File: config.mk
export PLATFORM = sky130hd
export DESIGN_NAME = fp32_div_seq
export DESIGN_NICKNAME = d
export VERILOG_FILES = /design/src/rtl/fp_pkg.sv /design/src/rtl/fp_unpack.sv /design/src/rtl/fp32_div_seq.sv
export SDC_FILE = /design/constraint.sdc
export NUM_CORES = 1
export LEC_CHECK = 0
export ABC_CLOCK_PERIOD_IN_PS = 6410
export BUFFER_PORTS_ARGS = -buffer_cell sky130_fd_sc_hd__buf_4
export CAP_MARGIN = 20
export CORE_MARGIN = 5
export CORE_UTILIZATION = 57
export DETAILED_ROUTE_END_ITERATION = 10
export PLACE_DENSITY = 0.77
export SLEW_MARGIN = 30
export SYNTH_ARGS = -nofsm -noshare
export SYNTH_HDL_FRONTEND = slang
export SYNTH_SLANG_ARGS = --single-unit
File: constraint.sdc
create_clock -name clk -period 6.41 [get_ports clk]
set_input_delay 0.9615 -clock clk [delete_from_list [all_inputs] [get_ports clk]]
set_output_delay 0.9615 -clock clk [all_outputs]
set_load 0.1 [all_outputs]
File: src/rtl/fp_pkg.sv
// ---------------------------------------------------------------------------
// Package : fp_pkg
// Shared IEEE-754 types and constants for the FP datapath (classify, FSM).
// Rev     : 1.0
// ---------------------------------------------------------------------------
`default_nettype none

package fp_pkg;

    typedef enum logic [2:0] {
        NORMALIZED   = 3'd0,
        DENORMALIZED = 3'd1,
        ZERO         = 3'd2,
        INFINITY     = 3'd3,
        NAN          = 3'd4
    } fp_class_t;

    typedef enum logic [2:0] {
        IDLE  = 3'd0,
        SETUP = 3'd1,
        DIV   = 3'd2,
        NORM  = 3'd3,
        DONE  = 3'd4
    } div_state_t;

    localparam int          FP_BIAS = 127;
    localparam logic [31:0] FP_QNAN = 32'h7FC0_0000;
    localparam logic [31:0] FP_PINF = 32'h7F80_0000;

endpackage : fp_pkg

`default_nettype wire

File: src/rtl/fp_unpack.sv
// ---------------------------------------------------------------------------
// Module : fp_unpack
// Splits a packed IEEE-754 word into sign/exponent/mantissa and classifies it.
// Rev    : 1.0
// ---------------------------------------------------------------------------
`default_nettype none

module fp_unpack
    import fp_pkg::*;
#(
    parameter int EXP_W = 8,
    parameter int MAN_W = 23
) (
    input  logic [EXP_W+MAN_W:0] i_word,
    output logic                 o_sign,
    output logic [EXP_W-1:0]     o_exp,
    output logic [MAN_W:0]       o_man,
    output fp_class_t            o_class
);

    logic w_exp_zero;
    logic w_exp_ones;
    logic w_frac_zero;

    assign o_sign      = i_word[EXP_W+MAN_W];
    assign o_exp       = i_word[EXP_W+MAN_W-1:MAN_W];
    assign w_exp_zero  = (o_exp == '0);
    assign w_exp_ones  = (o_exp == '1);
    assign w_frac_zero = (i_word[MAN_W-1:0] == '0);
    assign o_man       = {~w_exp_zero, i_word[MAN_W-1:0]};

    always_comb begin
        o_class = NORMALIZED;
        if (w_exp_zero) begin
            o_class = w_frac_zero ? ZERO : DENORMALIZED;
        end else if (w_exp_ones) begin
            o_class = w_frac_zero ? INFINITY : NAN;
        end
    end

endmodule : fp_unpack

`default_nettype wire

File: src/rtl/fp32_div_seq.sv
// ---------------------------------------------------------------------------
// Module : fp32_div_seq
// Iterative restoring IEEE-754 divider, one quotient bit per cycle, RNE, FTZ.
// Rev    : 1.0
// ---------------------------------------------------------------------------
`default_nettype none

module fp32_div_seq
    import fp_pkg::*;
#(
    parameter int EXP_W = 8,
    parameter int MAN_W = 23
) (
    input  logic                   clk,
    input  logic                   rst,
    input  logic                   in_valid,
    output logic                   in_ready,
    input  logic [EXP_W+MAN_W:0]   a,
    input  logic [EXP_W+MAN_W:0]   b,
    output logic                   out_valid,
    input  logic                   out_ready,
    output logic [EXP_W+MAN_W:0]   result,
    output logic                   overflow,
    output logic                   underflow,
    output logic                   div_by_zero,
    output logic                   invalid,
    output logic                   busy
);

    localparam int W      = EXP_W + MAN_W + 1;
    localparam int Q_BITS = MAN_W + 3;
    localparam int CNT_W  = $clog2(Q_BITS);
    localparam logic signed [EXP_W+1:0] c_BIAS = (EXP_W+2)'(2**(EXP_W-1) - 1);
    localparam logic signed [EXP_W+1:0] c_EMAX = (EXP_W+2)'(2**EXP_W - 1);
    localparam logic [CNT_W-1:0]        c_LAST = CNT_W'(Q_BITS - 1);
    localparam logic [W-1:0] c_QNAN = {1'b0, {EXP_W{1'b1}}, 1'b1, {(MAN_W-1){1'b0}}};
    localparam logic [W-2:0] c_INF  = {{EXP_W{1'b1}}, {MAN_W{1'b0}}};

    div_state_t r_state, w_state_nxt;

    logic [W-1:0]             r_a, r_b;
    logic                     r_sign;
    logic signed [EXP_W+1:0]  r_exp;
    logic [MAN_W+1:0]         r_rem;
    logic [MAN_W:0]           r_div;
    logic [Q_BITS-1:0]        r_q;
    logic [CNT_W-1:0]         r_cnt;
    logic [W-1:0]             r_result;
    logic                     r_ovf, r_unf, r_dbz, r_inv;

    logic                     w_sa, w_sb;
    logic [EXP_W-1:0]         w_ea, w_eb;
    logic [MAN_W:0]           w_ma, w_mb;
    fp_class_t                w_ca, w_cb;

    fp_unpack #(.EXP_W(EXP_W), .MAN_W(MAN_W)) u_unpack_a (
        .i_word (r_a), .o_sign (w_sa), .o_exp (w_ea), .o_man (w_ma), .o_class (w_ca)
    );

    fp_unpack #(.EXP_W(EXP_W), .MAN_W(MAN_W)) u_unpack_b (
        .i_word (r_b), .o_sign (w_sb), .o_exp (w_eb), .o_man (w_mb), .o_class (w_cb)
    );

    // Denormal operands are flushed, so they classify as zero here.
    logic w_a_zero, w_b_zero, w_a_inf, w_b_inf, w_any_nan, w_special, w_sign;
    assign w_a_zero  = (w_ca == ZERO) || (w_ca == DENORMALIZED);
    assign w_b_zero  = (w_cb == ZERO) || (w_cb == DENORMALIZED);
    assign w_a_inf   = (w_ca == INFINITY);
    assign w_b_inf   = (w_cb == INFINITY);
    assign w_any_nan = (w_ca == NAN) || (w_cb == NAN);
    assign w_special = w_any_nan || w_a_zero || w_b_zero || w_a_inf || w_b_inf;
    assign w_sign    = w_sa ^ w_sb;

    logic [W-1:0] w_sp_result;
    logic         w_sp_inv, w_sp_dbz;
    always_comb begin
        w_sp_result = {w_sign, c_INF};
        w_sp_inv    = 1'b0;
        w_sp_dbz    = 1'b0;
        if (w_any_nan || (w_a_zero && w_b_zero) || (w_a_inf && w_b_inf)) begin
            w_sp_result = c_QNAN;
            w_sp_inv    = 1'b1;
        end else if (w_a_inf) begin
            w_sp_result = {w_sign, c_INF};
        end else if (w_b_inf || w_a_zero) begin
            w_sp_result = {w_sign, {(W-1){1'b0}}};
        end else begin
            w_sp_dbz    = 1'b1;
        end
    end

    logic signed [EXP_W+1:0] w_exp_init;
    assign w_exp_init = $signed({2'b00, w_ea}) - $signed({2'b00, w_eb}) + c_BIAS;

    logic             w_ge;
    logic [MAN_W+1:0] w_rem_sub;
    assign w_ge      = (r_rem >= {1'b0, r_div});
    assign w_rem_sub = w_ge ? (r_rem - {1'b0, r_div}) : r_rem;

    // Normalised quotient without its leading 1: fraction, guard, round.
    logic [Q_BITS-2:0]       w_qf;
    logic signed [EXP_W+1:0] w_en, w_ef;
    logic                    w_sticky, w_up, w_carry;
    logic [MAN_W-1:0]        w_frac;
    assign w_qf     = r_q[Q_BITS-1] ? r_q[Q_BITS-2:0] : {r_q[Q_BITS-3:0], 1'b0};
    assign w_en     = r_q[Q_BITS-1] ? r_exp : (r_exp - (EXP_W+2)'(1));
    assign w_sticky = (r_rem != '0);
    assign w_up     = w_qf[1] & (w_qf[0] | w_sticky | w_qf[2]);
    assign {w_carry, w_frac} = {1'b0, w_qf[Q_BITS-2:2]} + (MAN_W+1)'(w_up);
    assign w_ef     = w_en + $signed({{(EXP_W+1){1'b0}}, w_carry});

    always_ff @(posedge clk) begin
        if (rst) begin
            r_state <= IDLE;
        end else begin
            r_state <= w_state_nxt;
        end
    end

    always_comb begin
        w_state_nxt = r_state;
        case (r_state)
            IDLE:    if (in_valid) w_state_nxt = SETUP;
            SETUP:   w_state_nxt = w_special ? DONE : DIV;
            DIV:     if (r_cnt == c_LAST) w_state_nxt = NORM;
            NORM:    w_state_nxt = DONE;
            DONE:    if (out_ready) w_state_nxt = IDLE;
            default: w_state_nxt = IDLE;
        endcase
    end

    always_ff @(posedge clk) begin
        if (rst) begin
            r_a <= '0; r_b <= '0; r_sign <= 1'b0; r_exp <= '0;
            r_rem <= '0; r_div <= '0; r_q <= '0; r_cnt <= '0;
            r_result <= '0;
            r_ovf <= 1'b0; r_unf <= 1'b0; r_dbz <= 1'b0; r_inv <= 1'b0;
        end else begin
            case (r_state)
                IDLE: if (in_valid) begin
                    r_a <= a;
                    r_b <= b;
                    r_ovf <= 1'b0; r_unf <= 1'b0; r_dbz <= 1'b0; r_inv <= 1'b0;
                end
                SETUP: begin
                    r_sign <= w_sign;
                    r_exp  <= w_exp_init;
                    r_rem  <= {1'b0, w_ma};
                    r_div  <= w_mb;
                    r_q    <= '0;
                    r_cnt  <= '0;
                    if (w_special) begin
                        r_result <= w_sp_result;
                        r_inv    <= w_sp_inv;
                        r_dbz    <= w_sp_dbz;
                    end
                end
                DIV: begin
                    r_q   <= {r_q[Q_BITS-2:0], w_ge};
                    r_rem <= w_rem_sub << 1;
                    r_cnt <= r_cnt + CNT_W'(1);
                end
                NORM: begin
                    if (w_ef >= c_EMAX) begin
                        r_result <= {r_sign, c_INF};
                        r_ovf    <= 1'b1;
                    end else if (w_ef <= $signed((EXP_W+2)'(0))) begin
                        r_result <= {r_sign, {(W-1){1'b0}}};
                        r_unf    <= 1'b1;
                    end else begin
                        r_result <= {r_sign, w_ef[EXP_W-1:0], w_frac};
                    end
                end
                default: ;
            endcase
        end
    end

    assign in_ready    = (r_state == IDLE);
    assign out_valid   = (r_state == DONE);
    assign busy        = (r_state != IDLE);
    assign result      = r_result;
    assign overflow    = r_ovf;
    assign underflow   = r_unf;
    assign div_by_zero = r_dbz;
    assign invalid     = r_inv;

endmodule : fp32_div_seq

`default_nettype wire

==> results.yml, run 1 <==
sta:
  final_max_slew_viol_count: 0
  hold_violations: 0
  period_share_pct: 83.65
  max-slew-margin-rel_pct: 43.47
  clock_skew_ns: 0.01305
  setup_viol: 0
  finalSetupTns_ns: 0
  tightestPinTransition_ns: 0.8479
  rsz0062_at_grt: "no"
  fmax_ghz: 0.1865
  holdWs_ns: 0.4581
  final.min_clock_period_ns: 5.362
  fin_ws_ns: 1.048
logic_synthesis:
  yosys.area.top_type: "dfxtp_1"
  synth_ff_type: "dfxtp_1"
  yosysTopAreaCellShare_pct: 36.16
  ys_seq_area_share_pct: 36.16
  yosys.cell_types.count: 79
  synth_edf_count: 0
  yosys_warnings: 0
  synth_area_sq_mm: 0.01074
  syn_nets: 1476
  ys_top_cells_by_area: "dfxtp_1 (36%), nand2_1 (9.1%), a21oi_1 (6.6%)"
  async_flop_share_pct: 0
  synthCells: 1367
  synth-seq-cells: 194
  avgSynthCellArea_sq_um: 7.856
clocking:
  clkTransAtPathRegs_ns: 0.08
  hold_buffers: 0
  cts_buffer_depth: 2
  postCtsSetupRepairBufs: 0
  clockRootBuffer: "clkbuf_16"
  clk_latency_ns: 0.44
  cts_resized: 0
  htreeDepth: 4
  clock_sinks: 194
  cts_tree: "yes"
  cts_buffers: 17
routing:
  routed_via_density: 6.043
  drtPass1Iterations: 6
  drtAntennaViolNets: 0
  dr_total_vias: 10020
  first_iter_violations: 1010
  wl_per_cell_um: 16.88
  drc: 0
  drt-total-wl_um: 27980
place:
  placed_cells: 1627
  pre_cts_ws_ns: 1.301
  io_buffers: 106
  gp_congestion: 0.9245
  hpwl_um: 19760
floorplanning:
  start_util_pct: 57.60
  fp-row-count: 50
  die_y_um: 147.3
  die-area_sq_mm: 0.02169
  io_pins: 107
  core_sq_mm: 0.01864
  die_x_um: 147.3
worst_setup_path:
  r2r_slack_ns: 1.05
  critPathKind: "flip-flop to flip-flop"
  end_kind: "flip-flop"
  reg2reg_depth: 17
  cp.required_ns: 6.79
  crit_fanout: 43
  crit_arrival_ns: 5.74
  reg2reg_from: "r_q[25]$_SDFFE_PP0P_"
  cp-start-kind: "flip-flop"
  r2r-end: "result[4]$_SDFFE_PP0P_"
power:
  finalPower_mw: 3.895
  power.leakage_nw: 4.730
  power.density_mw_per_mm2: 320.2
  irDropWorstVdd_mv: 0.1967
grt:
  grt_use_total_pct: 25.21
  antenna_found_initial: 0
  grt_pass1_wl_um: 45820
  grt_max_degree: 77
  gr-total-overflow: 0
  grt_pass1_vias: 9099
finish:
  drive_above_1_share_pct: 12.36
  finalNonFillerCells: 1658
  multi_input_area_sq_mm: 0.006299
  n_fill_cell: 1621
  antenna_cells: 0
  fin_nets: 1521
  register_area_sq_mm: 0.003885
  syn2layout_area_growth_pct: 13.27
worst_hold_path:
  worstHoldStart: "r_div[20]$_SDFFE_PP0N_"
  hold_end: "r_div[20]$_SDFFE_PP0N_"
  holdPathStages: 2
  hp-class: "flip-flop to flip-flop"
job:
  cap_violations: 0
outcome:
  status: "complete, no violations"
state kept, by name, indices dropped and copies added, names as in the netlist:
signal	flops
invalid	1
r_q	26
r_a	32
r_sign	1
r_exp	10
r_div	24
overflow	1
result	32
r_rem	25
div_by_zero	1
r_state	3
underflow	1
r_cnt	5
r_b	32
critical path, cell delays in order, from the launching register on:
cell	delay [ns]
dfxtp_2	0.58
buf_4	0.48
nand2_1	0.15
a21o_1	0.22
nor2_1	0.22
and4_1	0.40
nor3b_1	0.24
ha_1	0.22
ha_1	0.22
or4bb_1	0.48
o21ai_1	0.29
and3_1	0.31
a31oi_2	0.14
xnor2_1	0.18
a21o_1	0.23
nor4b_4	0.47
buf_4	0.30
a22o_1	0.15
synthesized netlist by cell type (4+ instances only):
master and n:
nand2_1 260, dfxtp_1 194, a21oi_1 142, nor2_1 94, clkbuf_1 76, inv_1 53, a211oi_1 48, ha_1 39
xnor2_1 32, nand3_1 31, o21ai_0 31, a22oi_1 27, mux2i_1 27, nor4_1 26, a22o_1 22, nand4_1 19
nor3_1 19, xor2_1 17, a21o_1 16, o22ai_1 15, and3_1 14, a311oi_1 13, nor2b_1 10, nand2b_1 9
or3_1 8, and2_1 7, buf_1 7, nor3b_1 7, and4_1 6, nand3b_1 5, o21a_1 5, or2_2 5
a41oi_1 4, mux2_2 4, o31ai_1 4
cells by family after synthesis:
family          synth area share, %
simple gates                  23.41
compound gates                22.75
flops                         36.16
buf+inv                       5.313
xor+xnor                      4.509
fa+ha+maj                     4.917
mux                           2.936
cell type report:
type	instances	area share (%)
Clock buffer	17	3.497
Clock inverter	14	1.553
Inverter	54	1.666
Multi-Input combinational cell	1029	51.78
Sequential cell	194	31.94
Tap cell	234	2.407
Timing Repair Buffer	116	7.159
where the power goes:
part           switching [mW]  internal (mW)  total (mW)
combinational           0.865          0.551        1.42
clock                   0.533          0.563        1.10
sequential             0.0941           1.29        1.38
total                    1.49           2.40        3.89
worst max-delay path by stage:
stage                       startpoint                endpoint
5_1_grt           r_q[25]$_SDFFE_PP0P_  result[0]$_SDFFE_PP0P_
4_1_cts           r_q[25]$_SDFFE_PP0P_  result[4]$_SDFFE_PP0P_
6_report          r_q[25]$_SDFFE_PP0P_  result[4]$_SDFFE_PP0P_
3_5_place_dp      r_q[25]$_SDFFE_PP0P_  result[4]$_SDFFE_PP0P_
2_1_floorplan  r_state[1]$_SDFFE_PP0P_                    busy
3_3_place_gp      r_q[25]$_SDFFE_PP0P_  result[1]$_SDFFE_PP0P_
through the flow:
| stage | area (sq um) | util, % |
|---|---|---|
| after floorplan | 10740 | - |
| after CTS | 12160 | 65.25 |
| after detailed placement | 11550 | 61.95 |
| after global routing | 12160 | 65.25 |
| final | 12160 | 65.25 |
| after global placement | 11540 | 61.91 |
routing by layer:
layer | vias to the layer above | share of wire [%] | GRT usage (%)
li1 | 4967 | - | -
met2 | 306 | 46 | 40.23
met4 | 0 | 1.6 | 5.871
met5 | - | 0 | 0
met1 | 4706 | 47 | 35.73
met3 | 40 | 5.8 | 4.503
layout by cell type (no fill, tap or decap), types with 17 or more instances in the layout:
cell       netlist  routed
nand3_1         31      31
a21oi_1        142     142
a211oi_1        48      48
xnor2_1         32      32
ha_1            39      39
nor2_1          94      93
nand2_1        260     259
nor3_1          19      19
o21ai_0         31      31
dfxtp_1        194     193
nand4_1         19      19
nor4_1          26      26
clkbuf_16        0      17
a22oi_1         27      27
buf_4            1     116
mux2i_1         27      27
inv_1           53      53
a22o_1          22      22
xor2_1          17      17
Power figures use the tool's default switching activity.
==> inputs of run 2 (changes only) <==
--- a/config.mk
+++ b/config.mk
@@ -5,11 +5,11 @@
 export SDC_FILE = /design/constraint.sdc
 export NUM_CORES = 1
 export LEC_CHECK = 0
-export ABC_CLOCK_PERIOD_IN_PS = 6410
+export ABC_CLOCK_PERIOD_IN_PS = 4650
 export BUFFER_PORTS_ARGS = -buffer_cell sky130_fd_sc_hd__buf_4
 export CAP_MARGIN = 20
 export CORE_MARGIN = 5
-export CORE_UTILIZATION = 57
+export CORE_UTILIZATION = 54
 export DETAILED_ROUTE_END_ITERATION = 10
 export PLACE_DENSITY = 0.77
 export SLEW_MARGIN = 30
==> constraint.sdc (replaced) <==
create_clock -name clk -period 4.65 [get_ports clk]
set_input_delay 0.6975 -clock clk [delete_from_list [all_inputs] [get_ports clk]]
set_output_delay 0.6975 -clock clk [all_outputs]
set_load 0.1 [all_outputs]
==> run 2 against run 1 <==
Utilization down 2.2 points. Die area grew 5.2%. Clock-buffer cell count up 1. Sequential cell count did not move. Register-to-register slack got worse by 0.72 ns. Maximum frequency grew 24%. Non-clock buffer count grew 9. Clock skew grew 0.0011 ns. Final cell count rose by 2.5%. Critical path depth is 1 lower. Clock power up 45%. Global-route usage fell by 0.25 points. Largest cell class unchanged. Highest routed layer unchanged.
==> results.yml, run 2 (same netlist as run 1, synthesis figures left out) <==
floorplanning:
  fp-row-count: 51
  io_pins: 107
  start_util_pct: 55.00
  die-area_sq_mm: 0.02281
  core_sq_mm: 0.01953
  die_x_um: 151.0
  die_y_um: 151.0
grt:
  grt_use_total_pct: 24.95
  gr-total-overflow: 0
  antenna_found_initial: 0
  grt_pass1_vias: 9376
  grt_max_degree: 75
  grt_pass1_wl_um: 46660
clocking:
  cts_buffer_depth: 2
  cts_tree: "yes"
  clk_latency_ns: 0.44
  cts_buffers: 17
  htreeDepth: 4
  clockRootBuffer: "clkbuf_16"
  clock_sinks: 194
  hold_buffers: 0
  clkTransAtPathRegs_ns: 0.08
routing:
  first_iter_violations: 901
  drtPass1Iterations: 5
  wl_met3_um: 1437
  wl_met2_um: 13240
  drtAntennaViolNets: 0
  routed_via_density: 5.912
  met1_length_um: 12890
  wl_per_cell_um: 16.59
  top_layer: "met4"
  dr_total_vias: 10040
  drc: 0
  drt-total-wl_um: 28190
sta:
  setup_viol: 0
  rsz0062_at_grt: "no"
  clock_skew_ns: 0.01416
  holdWs_ns: 0.4590
  final.min_clock_period_ns: 4.324
  hold_violations: 0
  final_max_slew_viol_count: 0
  period_share_pct: 92.98
  max-slew-margin-rel_pct: 45.45
  finalSetupTns_ns: 0
  fin_ws_ns: 0.3263
  tightestPinTransition_ns: 0.8174
  fmax_ghz: 0.2313
finish:
  final_util_pct: 63.10
  final_cell_mix: "nand2_1 (259), dfxtp_1 (191), a21oi_1 (142)"
  final_common_cell: "nand2_1"
  fin_nets: 1530
  stdcell_area_sq_mm: 0.01232
  drive_above_1_share_pct: 13.25
  finalNonFillerCells: 1699
  antenna_cells: 0
  syn2layout_area_growth_pct: 14.73
place:
  placed_cells: 1667
  gp_congestion: 0.9256
  hpwl_um: 19980
  pre_cts_ws_ns: 0.1806
  placed_cell_area_sq_mm: 0.01165
  io_buffers: 106
job:
  cap_violations: 0
worst_setup_path:
  crit_fanout: 22
  slowest_stage: "or4bb_1"
  crit_arrival_ns: 4.70
  cp.required_ns: 5.03
  end_kind: "flip-flop"
  crit_path_max_incr_delay_ns: 0.51
  cp-start-kind: "flip-flop"
  path_cells: "nand3_1, a211oi_1, and4_1, and4_1, nor3b_1, ha_1, ha_1, or4bb_1, o21ai_2, and3_1, a31oi_2, xnor2_1, a21o_1, nor4b_4, buf_6, a22o_1"
  critPathKind: "flip-flop to flip-flop"
power:
  finalPower_mw: 5.459
  power.leakage_nw: 4.796
  power.density_mw_per_mm2: 443.1
  irDropWorstVdd_mv: 0.2946
outcome:
  status: "complete, no violations"
worst_hold_path:
  hp-class: "flip-flop to flip-flop"
## run 2: changes by cell type in the layout (fill, tap and decap cells not counted), sizes merged
cell	previous run	this run
buf	116	125
bufinv	1	2
clkbuf	17	18
inv	59	58
## run 2: cell type report
type,count,area (sq um)
Timing Repair Buffer,125,942.2
Inverter,54,202.7
Clock buffer,18,439.2
Fill cell,1732,7206
Clock inverter,14,212.7
Multi-Input combinational cell,1029,6305
Tap cell,265,331.6
Sequential cell,194,3887
## run 2: repair_timing
action / 4_1_cts / 5_1_grt
endpoints found under the setup margin: 0 / 31
setup buffers: 0 / 0
hold endpoints to repair: 0 / 0
resized for setup: 0 / 5
## run 2: critical path, delay by kind of cell (launching register included)
kind                     cells  cell delay [ns]
AO/OA/AOI/OAI                5             0.97
XOR/XNOR                     1             0.18
adder cells (fa/ha/maj)      2             0.44
buffers and inverters        1             0.22
flip-flops                   1             0.47
AND/OR/NAND/NOR              7             1.97
## run 2: final timing paths
kind / start / endpoint / slack, ns / depth (start not counted)
max: r_q[6]$_SDFFE_PP0P_ / result[16]$_SDFFE_PP0P_ / 0.33 / 16
min: r_div[12]$_SDFFE_PP0N_ / r_div[12]$_SDFFE_PP0N_ / 0.46 / 2
max reg2reg: r_q[6]$_SDFFE_PP0P_ / result[16]$_SDFFE_PP0P_ / 0.33 / 16
min reg2reg: r_div[12]$_SDFFE_PP0N_ / r_div[12]$_SDFFE_PP0N_ / 0.46 / 2
## run 2: routing by layer
metal | global-route usage (%) | vias up
met1 | 34.38 | 4732
met2 | 40.21 | 292
met4 | 8.114 | 0
met3 | 3.860 | 44
met5 | 0 | -
li1 | - | 4976
## run 2: report_power, final
group / switching (mW) / internal (mW)
clock network: 0.739 / 0.847
logic: 1.19 / 0.776
registers: 0.134 / 1.78
